[config.mk]
export PLATFORM = sky130hd
export DESIGN_NAME = vc_input_buffer
export DESIGN_NICKNAME = d
export VERILOG_FILES = /design/src/rtl/router_pkg.sv /design/src/rtl/vc_fifo_slice.sv /design/src/rtl/vc_input_buffer.sv
export SDC_FILE = /design/constraint.sdc
export NUM_CORES = 1
export LEC_CHECK = 0
export ABC_AREA = 1
export CAP_MARGIN = 40
export CORE_AREA = 2 2 173 175
export CTS_BUF_LIST = sky130_fd_sc_hd__clkbuf_8 sky130_fd_sc_hd__clkbuf_16
export CTS_CLUSTER_SIZE = 14
export DETAILED_ROUTE_END_ITERATION = 12
export DIE_AREA = 0 0 175 177
export GPL_TIMING_DRIVEN = 0
export PLACE_DENSITY_LB_ADDON = 0.1
export SYNTH_ARGS = -nofsm -noshare
export SYNTH_HDL_FRONTEND = slang
export SYNTH_SLANG_ARGS = --single-unit
export TNS_END_PERCENT = 30
[constraint.sdc]
create_clock -name clk -period 3.9 [get_ports clk]
set_clock_uncertainty 0.15 [all_clocks]
set_input_delay 1.17 -clock clk [delete_from_list [all_inputs] [get_ports clk]]
set_output_delay 1.17 -clock clk [all_outputs]
set_load 0.03 [all_outputs]
[src/rtl/router_pkg.sv]
// Shared router types and helpers for the input-port blocks.
package router_pkg;

    function automatic int clog2_min1(input int n);
        return (n <= 1) ? 1 : $clog2(n);
    endfunction

    localparam int ROUTER_NUM_VC = 2;
    localparam int ROUTER_DATA_W = 32;
    localparam int ROUTER_VC_W   = clog2_min1(ROUTER_NUM_VC);

    typedef logic [ROUTER_VC_W-1:0]   vc_id_t;
    typedef logic [ROUTER_DATA_W-1:0] flit_data_t;

    typedef struct packed {
        logic   valid;
        vc_id_t vc;
    } credit_t;

endpackage

[src/rtl/vc_fifo_slice.sv]
// One virtual channel's circular FIFO: storage, head/tail pointers and occupancy.
// push/pop arrive already qualified by the parent, so no guarding is done here.
module vc_fifo_slice #(
    parameter  int DEPTH  = 4,
    parameter  int DATA_W = 32,
    localparam int PTR_W  = $clog2(DEPTH),
    localparam int CNT_W  = $clog2(DEPTH + 1)
) (
    input  logic              clk,
    input  logic              arst_n,
    input  logic              push,
    input  logic              pop,
    input  logic [DATA_W-1:0] din,
    output logic [DATA_W-1:0] dout,
    output logic [CNT_W-1:0]  count,
    output logic              empty,
    output logic              full
);

    logic [PTR_W-1:0]  head_q, head_d;
    logic [PTR_W-1:0]  tail_q, tail_d;
    logic [CNT_W-1:0]  count_q, count_d;
    logic [DATA_W-1:0] mem_q [DEPTH];

    // Explicit wrap so DEPTH need not be a power of two.
    always_comb begin
        head_d = head_q;
        if (push) begin
            head_d = (head_q == PTR_W'(DEPTH - 1)) ? '0 : head_q + PTR_W'(1);
        end
        tail_d = tail_q;
        if (pop) begin
            tail_d = (tail_q == PTR_W'(DEPTH - 1)) ? '0 : tail_q + PTR_W'(1);
        end
        count_d = count_q;
        case ({push, pop})
            2'b10:   count_d = count_q + CNT_W'(1);
            2'b01:   count_d = count_q - CNT_W'(1);
            default: count_d = count_q;
        endcase
    end

    always_ff @(posedge clk or negedge arst_n) begin
        if (!arst_n) begin
            head_q  <= '0;
            tail_q  <= '0;
            count_q <= '0;
        end else begin
            head_q  <= head_d;
            tail_q  <= tail_d;
            count_q <= count_d;
        end
    end

    // Storage is deliberately not reset.
    always_ff @(posedge clk) begin
        if (push) begin
            mem_q[head_q] <= din;
        end
    end

    assign dout  = mem_q[tail_q];
    assign count = count_q;
    assign empty = (count_q == '0);
    assign full  = (count_q == CNT_W'(DEPTH));

endmodule

[src/rtl/vc_input_buffer.sv]
// Multi-VC input buffer for one router port: per-VC FIFOs behind a shared
// write port and a shared read port, with credit return and sticky error flags.
module vc_input_buffer
    import router_pkg::*;
#(
    parameter  int NUM_VC     = 2,
    parameter  int DEPTH      = 4,
    parameter  int DATA_W     = 32,
    parameter  int ROUTER_POS = 0,
    localparam int VC_W       = clog2_min1(NUM_VC),
    localparam int CNT_W      = $clog2(DEPTH + 1)
) (
    input  logic                    clk,
    input  logic                    arst_n,
    input  logic                    wr_en,
    input  logic [VC_W-1:0]         wr_vc,
    input  logic [DATA_W-1:0]       wr_data,
    input  logic                    rd_en,
    input  logic [VC_W-1:0]         rd_vc,
    output logic [DATA_W-1:0]       rd_data,
    output logic                    rd_valid,
    output logic [NUM_VC*CNT_W-1:0] vc_count,
    output logic [NUM_VC-1:0]       vc_empty,
    output logic [NUM_VC-1:0]       vc_full,
    output logic                    credit_valid,
    output logic [VC_W-1:0]         credit_vc,
    output logic                    err_overflow,
    output logic                    err_underflow
);

    logic [NUM_VC-1:0] wr_hit, rd_hit;
    logic [NUM_VC-1:0] push_ok, pop_ok;
    logic [NUM_VC-1:0] slice_empty, slice_full;
    logic [DATA_W-1:0] slice_dout  [NUM_VC];
    logic [CNT_W-1:0]  slice_count [NUM_VC];

    logic              overflow_evt, underflow_evt;
    logic              err_overflow_q, err_overflow_d;
    logic              err_underflow_q, err_underflow_d;
    logic              credit_valid_q, credit_valid_d;
    logic [VC_W-1:0]   credit_vc_q, credit_vc_d;

    // An out-of-range id matches no slice, so it falls through to the error path.
    // A full VC still accepts a write when the same VC is popped in that cycle.
    for (genvar g = 0; g < NUM_VC; g++) begin : g_vc
        assign wr_hit[g]  = wr_en && (wr_vc == VC_W'(g));
        assign rd_hit[g]  = rd_en && (rd_vc == VC_W'(g));
        assign pop_ok[g]  = rd_hit[g] && !slice_empty[g];
        assign push_ok[g] = wr_hit[g] && (!slice_full[g] || pop_ok[g]);

        vc_fifo_slice #(
            .DEPTH  (DEPTH),
            .DATA_W (DATA_W)
        ) u_slice (
            .clk    (clk),
            .arst_n (arst_n),
            .push   (push_ok[g]),
            .pop    (pop_ok[g]),
            .din    (wr_data),
            .dout   (slice_dout[g]),
            .count  (slice_count[g]),
            .empty  (slice_empty[g]),
            .full   (slice_full[g])
        );

        assign vc_count[g*CNT_W +: CNT_W] = slice_count[g];
    end

    assign vc_empty = slice_empty;
    assign vc_full  = slice_full;

    always_comb begin
        rd_data  = '0;
        rd_valid = 1'b0;
        for (int i = 0; i < NUM_VC; i++) begin
            if (rd_vc == VC_W'(i)) begin
                rd_data  = slice_dout[i];
                rd_valid = !slice_empty[i];
            end
        end
    end

    always_comb begin
        overflow_evt    = wr_en && (push_ok == '0);
        underflow_evt   = rd_en && (pop_ok == '0);
        err_overflow_d  = err_overflow_q  | overflow_evt;
        err_underflow_d = err_underflow_q | underflow_evt;
        credit_valid_d  = |pop_ok;
        credit_vc_d     = (|pop_ok) ? rd_vc : credit_vc_q;
    end

    always_ff @(posedge clk or negedge arst_n) begin
        if (!arst_n) begin
            err_overflow_q  <= 1'b0;
            err_underflow_q <= 1'b0;
            credit_valid_q  <= 1'b0;
            credit_vc_q     <= '0;
        end else begin
            err_overflow_q  <= err_overflow_d;
            err_underflow_q <= err_underflow_d;
            credit_valid_q  <= credit_valid_d;
            credit_vc_q     <= credit_vc_d;
        end
    end

    assign err_overflow  = err_overflow_q;
    assign err_underflow = err_underflow_q;
    assign credit_valid  = credit_valid_q;
    assign credit_vc     = credit_vc_q;

`ifndef SYNTHESIS
    always @(posedge clk) begin
        if (arst_n && overflow_evt && !err_overflow_q) begin
            $info("vc_input_buffer@%0d: err_overflow raised, write to vc %0d", ROUTER_POS, wr_vc);
        end
        if (arst_n && underflow_evt && !err_underflow_q) begin
            $info("vc_input_buffer@%0d: err_underflow raised, read from vc %0d", ROUTER_POS, rd_vc);
        end
    end
`endif

endmodule

==> results_dict.tcl, run 1 <==
set metrics [dict create \
    outcome "finished clean" \
    cts_buffer_depth 3 \
    drv_cap 0 \
    pwr_density_cell_mw_per_mm2 716 \
    cts_inserted_buffers 29 \
    cp.arrival_ns 2.40 \
    fin_crit_sh_pct 95.5 \
    tightest_slew_ns 0.805 \
    vias_per_cell 4.67 \
    cts_setup_buffers 0 \
    initial_core_util_pct 39.5 \
    ys_warn_count 0 \
    cts_htree_levels 1 \
    syn_inst 1054 \
    synth_cell_type_count 22 \
    hold_buffers 0 \
    p_leak_nw 5.84 \
    die_area_mm2 0.0310 \
    clkLatencyLatePin_ns 0.53 \
    dpl.cell_count 1536 \
    core-area_mm2 0.0292 \
    wl_mm 27.3 \
    dpl.hpwl_mm 17.4 \
    fill_cells 2715 \
    mostFrequentLayoutCells "nand2_1, edfxtp_1, nand3_1, inv_1, clkdlybuf4s50_1" \
    cp-end-kind "output pin" \
    rows 63 \
    slew_headroom_pct 46.2 \
    avgSynthCellArea_um2 11.0 \
    clockRootBuffer "clkbuf_16" \
    fin_cells 1589 \
    final_common_cell "nand2_1" \
    r2r_setup_slack_ns 1.62 \
    grt_start_max_net_pins 23 \
    synth-seq-cells 274 \
    synth_fp_nets 1106 \
    power_mw 10.0 \
    ys_seq_area_share_pct 70.4 \
    numPortBuffers 83 \
    drt-initial-drc-count 402 \
    clk_pin_slew_ns 0.06 \
    critPathKind "in2out" \
    whs_ns 0.324 \
    n_antenna_cell 0 \
    fp.dieH_um 177 \
    rsz0062_at_grt "false" \
    clock_sinks 274 \
    fmax_mhz 269 \
    drive_gt1_share_pct 9.42 \
    cp.required_ns 2.58 \
    grt_pass1_vias 7294 \
    grt_antenna_before_repair 0 \
    crit_path_max_fanout 10 \
    netlist_area_mm2 0.0116 \
    num-nets-final 1229 \
    num_vias 7415 \
    ir_worst_vdd_v 0.000390 \
    cp-start-kind "input port" \
    ant_nets 0 \
    finish.utilization_pct 47.9 \
    finalHoldViolCount 0 \
    fp.dieW_um 175 \
    synth_top_area_cell "edfxtp_1" \
    hold_path_class "reg2reg" \
    dpl_worst_slack_ns -0.475 \
    first_pass_iters 5 \
    ios 85 \
    slew_viol_final 0 \
    cts_tree "yes" \
    synth_top_area_share_pct 66.5 \
    grt_remaining_overflow 0 \
    grt.total_usage_pct 18.1 \
    drc 0 \
    fin_ws_ns 0.176 \
    layout_min_cycle_time_ns 3.72 \
    area_growth_pct 21.2 \
    grt_pass1_wl_mm 42.6 \
    ys_top_cells_by_area "edfxtp_1, nand2_1, nand3_1, dfrtp_1, inv_1" \
    setup_viol 0 \
    wire_per_inst_um 17.2 \
    gp_congestion 0.720 \
]
==> stage by stage <==
stage | cell area [um^2] | TNS (ns)
2_1_floorplan | 11600 | 0
5_1_grt | 14000 | 0
3_3_place_gp | 12900 | -397.36
6_report | 14000 | 0
4_1_cts | 14000 | 0
3_5_place_dp | 13100 | -10.50
==> worst max-delay path, cell delays in order <==
cell,delay (ns)
buf_4,0.16
inv_2,0.18
buf_2,0.28
nand2_1,0.08
nand2_1,0.11
dlygate4sd2_1,0.41
==> final timing paths <==
path,start,end,cells after the start
worst min register to register,err_overflow,err_overflow,2
worst max-delay path,rd_vc,rd_data[22],6
min in group asynchronous,arst_n,g_vc[1].u_slice.tail_q[1],1
worst max register to register,g_vc[1].u_slice.count[1],g_vc[1].u_slice.count[2],9
worst min-delay path,err_overflow,err_overflow,2
max in group asynchronous,arst_n,g_vc[1].u_slice.head_q[0],2
==> synth_stat cells, drive strengths merged <==
master and instances:
buf 45, clkbuf 7, dfrtp 18, edfxtp 256, fa 2, ha 12, inv 100, nand2 450
nand3 135, nand3b 2, nor2 12, nor3 2, o21ai 8, or2 1, xnor2 2, xor2 2
==> area by class of cell <==
cell class	count	area [um^2]	share of cell area (%)
buffer	52	349	2.49
clock buffer	29	726	5.18
timing repair buffer	92	981	7.00
multi-input combinational	628	2770	19.8
clock inverter	24	184	1.31
tap	390	488	3.48
sequential	274	8140	58.1
inverter	100	375	2.68
==> sequential cells by signal, indices dropped and copies added (netlist names) <==
| name | count |
|---|---|
| g_vc.u_slice.tail_q | 4 |
| err_underflow | 1 |
| err_overflow | 1 |
| g_vc.u_slice.count | 6 |
| g_vc.u_slice.head_q | 4 |
| credit_valid | 1 |
| g_vc.u_slice.mem_q | 256 |
| credit_vc | 1 |
==> repair_timing <==
item                       in CTS  in global routing
hold endpoints to repair        0                  0
gates resized for setup        41                  0
setup endpoints to repair      32                  0
==> cells by family after synthesis <==
family	count (synthesis)	share of synthesized area, %
simple gates	602	21.2
flops	274	70.4
buf+inv	152	6.15
fa+ha+maj	14	1.65
compound gates	8	0.346
xor+xnor	4	0.303
==> where the power goes <==
group	internal [mW]	total, mW	switching, mW
Combinational	1.19	3.67	2.49
Clock	1.54	2.65	1.11
Sequential	3.58	3.71	0.130
Total	6.30	10.0	3.73
==> metal layers <==
layer | vias to the layer above | track usage, % | routed length, um
met2 | 163 | 31.0 | 13100
met3 | 40 | 2.75 | 1340
met4 | 0 | 4.06 | 449
met5 | - | 0 | 0
li1 | 3717 | - | -
met1 | 3495 | 24.6 | 12400
(Power assumes the default switching activity.)
==> run 2: changes to the inputs <==
--- a/config.mk
+++ b/config.mk
@@ -5,13 +5,12 @@
 export SDC_FILE = /design/constraint.sdc
 export NUM_CORES = 1
 export LEC_CHECK = 0
-export ABC_AREA = 1
-export CAP_MARGIN = 40
-export CORE_AREA = 2 2 173 175
+export CAP_MARGIN = 10
+export CORE_AREA = 2 2 169 171
 export CTS_BUF_LIST = sky130_fd_sc_hd__clkbuf_8 sky130_fd_sc_hd__clkbuf_16
 export CTS_CLUSTER_SIZE = 14
 export DETAILED_ROUTE_END_ITERATION = 12
-export DIE_AREA = 0 0 175 177
+export DIE_AREA = 0 0 171 173
 export GPL_TIMING_DRIVEN = 0
 export PLACE_DENSITY_LB_ADDON = 0.1
 export SYNTH_ARGS = -nofsm -noshare
==> run 2 against run 1 <==
  * Non-clock buffer count decreased by 24
  * Cell area is 5.1% lower
  * Critical path depth decreased by 1
  * Clock power decreased by 6%
  * Sequential power increased by 1%
  * Power decreased by 6.0%
  * Die area decreased by 4.5%
  * Sequential share of layout area rose by 3.1 points
  * Cell count decreased by 33%
  * Register-to-register slack worse by 0.02 ns
  * Worst setup slack worse by 0.12 ns
  * Largest power group unchanged
==> results_dict.tcl, run 2 <==
set metrics [dict create \
    multi_input_area_mm2 0.00262 \
    n_antenna_cell 0 \
    fin_crit_sh_pct 98.6 \
    wl_mm 22.8 \
    ant_nets 0 \
    grt_remaining_overflow 0 \
    first_pass_iters 4 \
    drv_cap 0 \
    numPortBuffers 83 \
    clkLatencyLatePin_ns 0.53 \
    placed_cell_area_mm2 0.0125 \
    area_growth_pct 20.9 \
    power_mw 9.43 \
    clk_pin_slew_ns 0.06 \
    finalHoldViolCount 0 \
    cp_slowest_cell "dlygate4sd2_1" \
    setup-tns-final_ns 0 \
    grt_antenna_before_repair 0 \
    largest_reg_flops 256 \
    ys_warn_count 0 \
    synthArstFlopShare_pct 6.57 \
    fill_cells 2402 \
    synth_top_cells_by_count "edfxtp_1, mux2i_1, nand2b_1" \
    p_leak_nw 4.60 \
    crit_family "buffers and inverters" \
    drive_gt1_share_pct 23.2 \
    num_vias 5363 \
    cp.arrival_ns 2.53 \
    cp.required_ns 2.58 \
    fin_ws_ns 0.0549 \
    tightest_slew_ns 0.884 \
    netlist_area_mm2 0.0110 \
    synth_top_area_share_pct 69.9 \
    cts_inserted_buffers 29 \
    power_switching_share_pct 32.3 \
    grt_pass1_wl_mm 34.9 \
    syn_inst 543 \
    ys_top_cells_by_area "edfxtp_1, mux2i_1, mux4_2, dfrtp_1, o221ai_2" \
    vias_per_cell 5.05 \
    synth_edf_count 256 \
    mostFrequentLayoutCells "edfxtp_1, mux2i_1, clkdlybuf4s50_1, nand2b_1, clkbuf_16" \
    synth_cell_type_count 31 \
    grt_start_max_net_pins 27 \
    critPathKind "in2out" \
    ys.flop_type "edfxtp_1" \
    cts_htree_levels 1 \
    seq_area_mm2 0.00814 \
    crit_path_frequent_cell "buf_4" \
    p_comb_share_pct 33.7 \
    dpl_worst_slack_ns -0.738 \
    fin_area_mm2 0.0133 \
    synth_fp_nets 595 \
    grt_pass1_vias 5871 \
    cts_tree "yes" \
    ir_worst_vdd_v 0.000389 \
    grt.total_usage_pct 15.8 \
    wire_per_inst_um 21.5 \
    fp.dieW_um 171 \
    die_area_mm2 0.0296 \
    finish.utilization_pct 48.1 \
    cp-end-kind "output pin" \
    ys_seq_area_share_pct 74.0 \
    internal-power_mw 6.38 \
    final_common_cell "edfxtp_1" \
    outcome "finished clean" \
    synth_most_common_cell "edfxtp_1" \
    clock_sinks 274 \
    gp_congestion 0.708 \
    pwr_density_cell_mw_per_mm2 709 \
    cts_buffer_depth 3 \
    setup_viol 0 \
    synth-seq-cells 274 \
    slew_headroom_pct 40.9 \
    avgSynthCellArea_um2 20.3 \
    dpl.hpwl_mm 13.6 \
    critPathMaxStageDelay_ns 0.44 \
    fp.dieH_um 173 \
    path_buf_inv 3 \
    seqPwrFrac_pct 39.9 \
    p_clk_share_pct 26.4 \
    hold_path_class "reg2reg" \
    drt-initial-drc-count 306 \
    clockRootBuffer "clkbuf_16" \
    slew_viol_final 0 \
    crit_path_cell_trace "buf_4 -> nand2b_1 -> buf_4 -> o221ai_1 -> dlygate4sd2_1" \
    drc 0 \
    initial_core_util_pct 39.8 \
    hold_buffers 0 \
    synth_top_area_cell "edfxtp_1" \
    rows 61 \
    layout_min_cycle_time_ns 3.85 \
    crit_path_max_fanout 10 \
    fmax_mhz 260 \
    p_switching_mw 3.05 \
    rsz0062_at_grt "true" \
    ios 85 \
    core-area_mm2 0.0276 \
    top_register "g_vc.u_slice.mem_q" \
    cp-start-kind "input port" \
    num-nets-final 717 \
]
run 2: worst register-to-register path: cells and delay by family (launching register included):
kind | cells | cell delay (ns)
AOI/OAI and AO/OA | 1 | 0.16
xor gates and xnor gates | 2 | 0.31
adders and majority gates | 2 | 0.55
buffers and inverters | 2 | 0.14
DFF | 1 | 0.45
and+or+nand+nor | 2 | 0.46
run 2: what timing repair did:
item,in CTS,in global routing
resized for setup,55,33
setup endpoints to repair,32,27
setup buffers,0,0
pin swaps,0,0
run 2: layer usage:
layer,part of all wire [%],track usage [%]
met1,45,21.6
met4,1.7,4.03
met5,0,0
met3,3.9,2.75
met2,49,26.4
run 2: final cells by class:
type	count	area share, %
multi-input cells	227	19.7
well taps	378	3.56
repair buffers	91	6.95
plain buffers	29	1.74
clock buffers	31	5.66
clock inverters	20	0.818
inverters	13	0.367
flip-flops and latches	274	61.2
run 2: final timing paths:
check	slack [ns]	end	cells past startpoint	startpoint
worst max-delay path	0.05	rd_data[0]	5	rd_vc
worst min-delay path	0.36	err_underflow	1	err_underflow
worst max register to register	1.60	g_vc[0].u_slice.count[2]	9	g_vc[0].u_slice.count[0]
worst min register to register	0.36	err_underflow	1	err_underflow
max in group asynchronous	2.07	g_vc[0].u_slice.head_q[0]	1	arst_n
min in group asynchronous	0.99	g_vc[0].u_slice.count[1]	1	arst_n
run 2: logic make-up after synthesis:
logic type / after synthesis / synth area share [%]
flops: 274 / 74.0
mux: 106 / 13.5
simple gates: 63 / 3.53
buf+inv: 42 / 2.26
compound gates: 38 / 4.50
fa+ha+maj: 14 / 1.73
xor+xnor: 6 / 0.478
run 2: power by group through the flow:
stage / clock network (mW) / registers [mW] / logic (mW)
after floorplan: 0 / 3.88 / 2.11
after global placement: 0 / 3.82 / 3.24
after detailed placement: 0 / 3.82 / 3.35
after CTS: 2.56 / 3.76 / 3.25
after global routing: 2.67 / 3.80 / 3.42
final: 2.48 / 3.76 / 3.18
run 2: through the flow:
step,hold slack (ns),cells
floorplan,0.384,543
global placement,0.313,1004
detailed placement,0.339,1012
CTS,0.362,1063
global route,0.382,1063
finish,0.355,1063
==> run 3: changes to the inputs <==
--- a/config.mk
+++ b/config.mk
@@ -13,6 +13,7 @@
 export DIE_AREA = 0 0 171 173
 export GPL_TIMING_DRIVEN = 0
 export PLACE_DENSITY_LB_ADDON = 0.1
+export SLEW_MARGIN = 10
 export SYNTH_ARGS = -nofsm -noshare
 export SYNTH_HDL_FRONTEND = slang
 export SYNTH_SLANG_ARGS = --single-unit
==> constraint.sdc (replaced) <==
create_clock -name clk -period 4.7 [get_ports clk]
set_clock_uncertainty 0.15 [all_clocks]
set_input_delay 1.41 -clock clk [delete_from_list [all_inputs] [get_ports clk]]
set_output_delay 1.41 -clock clk [all_outputs]
set_load 0.03 [all_outputs]
==> run 3 against run 2 <==
  * Flip-flop and latch count unchanged
  * Global-route usage decreased by 0.099 points
  * First-iteration DRC count increased by 3.6%
  * Core utilization increased by 0.29 points
  * Routed wire length decreased by 0.46%
  * Largest cell class unchanged
==> results_dict.tcl, run 3 (synthesized netlist as in run 2, its figures left out) <==
set metrics [dict create \
    cts_htree_levels 1 \
    gp_congestion 0.708 \
    outcome "finished clean" \
    cp-end-kind "output pin" \
    num_vias 5313 \
    p_switching_mw 2.54 \
    fp.dieW_um 171 \
    die_area_mm2 0.0296 \
    num-nets-final 717 \
    pwr_density_cell_mw_per_mm2 591 \
    setup-tns-final_ns 0 \
    dpl.cell_count 1012 \
    wl_mm 22.7 \
    clockRootBuffer "clkbuf_16" \
    layout_min_cycle_time_ns 4.67 \
    slew_headroom_pct 41.4 \
    top_register "g_vc.u_slice.mem_q" \
    fill_cells 2382 \
    grt_start_max_net_pins 25 \
    area_growth_pct 21.6 \
    grt_pass1_wl_mm 34.9 \
    crit_family "buffers and inverters" \
    fin_crit_sh_pct 99.4 \
    ios 85 \
    crit_path_max_fanout 10 \
    grt_pass1_vias 5894 \
    n_antenna_cell 0 \
    setup_viol 0 \
    initial_core_util_pct 39.8 \
    drc 0 \
    core-area_mm2 0.0276 \
    cts_inserted_buffers 29 \
    cts_buffer_depth 3 \
    vias_per_cell 4.99 \
    whs_ns 0.354 \
    seqPwrFrac_pct 39.5 \
    grt_antenna_before_repair 1 \
    clkLatencyLatePin_ns 0.54 \
    multi_input_area_mm2 0.00262 \
    rsz0062_at_grt "false" \
    tightest_slew_ns 0.876 \
    grt_remaining_overflow 0 \
    cp_slowest_cell "clkdlybuf4s50_1" \
    fp.dieH_um 173 \
    path_buf_inv 3 \
    finalHoldViolCount 0 \
    cp.required_ns 3.14 \
    p_clk_share_pct 26.1 \
    ant_nets 0 \
    critPathKind "in2out" \
    largest_reg_flops 256 \
    r2r_setup_slack_ns 2.40 \
    grt.total_usage_pct 15.7 \
    slew_viol_final 0 \
    mostFrequentLayoutCells "edfxtp_1, clkdlybuf4s50_1, mux2i_1, nand2b_1, clkbuf_16" \
    dpl.hpwl_mm 14.0 \
    rows 61 \
    cts_setup_buffers 0 \
    fin_cells 1065 \
    cp-start-kind "input port" \
    clock_sinks 274 \
    cts_tree "yes" \
    seq_area_mm2 0.00814 \
    drv_cap 0 \
    hold_path_class "reg2reg" \
    numPortBuffers 83 \
    power_switching_share_pct 32.1 \
    fmax_mhz 214 \
    cp.arrival_ns 3.11 \
    first_pass_iters 4 \
    drive_gt1_share_pct 22.0 \
    critPathMaxStageDelay_ns 0.72 \
    crit_path_cell_trace "buf_4 -> nand2_1 -> buf_2 -> o221ai_2 -> clkdlybuf4s50_1" \
    p_comb_share_pct 34.4 \
    final_common_cell "edfxtp_1" \
    clk_pin_slew_ns 0.06 \
    wire_per_inst_um 21.3 \
    ir_worst_vdd_v 0.000337 \
    drt-initial-drc-count 317 \
    internal-power_mw 5.36 \
    p_leak_nw 4.57 \
]
==> run 3: cell count changes in the layout (fill, tap and decap cells not counted), sizes merged <==
cell,previous run,this run
clkinvlp,0,3
clkdlybuf4s50,51,79
clkinv,6,12
dlygate4sd2,11,3
clkdlybuf4s15,10,0
inv,26,21
clkbuf,53,35
buf,26,31
dlymetal6s2s,0,1
==> run 3: layout make-up <==
cell class	instances	area share (%)
clock buffer	29	5.42
timing repair buffer	91	7.62
clock inverter	24	1.05
tap	378	3.54
buffer	29	1.58
sequential	274	60.8
inverter	13	0.365
multi-input combinational	227	19.6
==> run 3: power by group through the flow <==
stage	clock network [mW]	registers (mW)	logic (mW)
after CTS	2.11	3.13	2.79
after floorplan	0	3.22	1.75
after detailed placement	0	3.17	2.79
after global routing	2.21	3.15	2.93
after global placement	0	3.17	2.69
final	2.06	3.12	2.72
==> run 3: stage by stage <==
| step | total power, mW | instance area [um^2] | setup slack, ns | util (%) |
|---|---|---|---|---|
| after floorplan | 4.97 | 11000 | 0.637 | - |
| after global placement | 5.85 | 12300 | -0.407 | 44.5 |
| after detailed placement | 5.96 | 12500 | -0.404 | 45.3 |
| after CTS | 8.03 | 13400 | 0.0324 | 48.4 |
| after global routing | 8.29 | 13400 | 0.00731 | 48.4 |
| final | 7.90 | 13400 | 0.0287 | 48.4 |
==> run 3: final timing paths <==
kind                                               start  cells after the start                            to
worst min-delay path                       err_underflow                      1                 err_underflow
worst max register to register  g_vc[1].u_slice.count[2]                      4  g_vc[1].u_slice.mem_q[2][20]
worst min register to register             err_underflow                      1                 err_underflow
worst max-delay path                               rd_vc                      5                   rd_data[20]
max in group asynchronous                         arst_n                      1     g_vc[0].u_slice.head_q[0]
min in group asynchronous                         arst_n                      1      g_vc[0].u_slice.count[2]
==> run 3: what timing repair did <==
item / CTS / global route
hold buffers: 0 / 0
resized for setup: 16 / 2
pin swaps: 0 / 0
setup endpoints to repair: 31 / 8
==> run 3: per-layer routing <==
layer / global-route usage [%] / share of wire [%] / vias up
met4: 3.81 / 1.8 / 0
met5: 0 / 0 / -
li1: - / - / 2438
met1: 20.9 / 44 / 2743
met2: 27.0 / 50 / 99
met3: 2.59 / 4.0 / 33
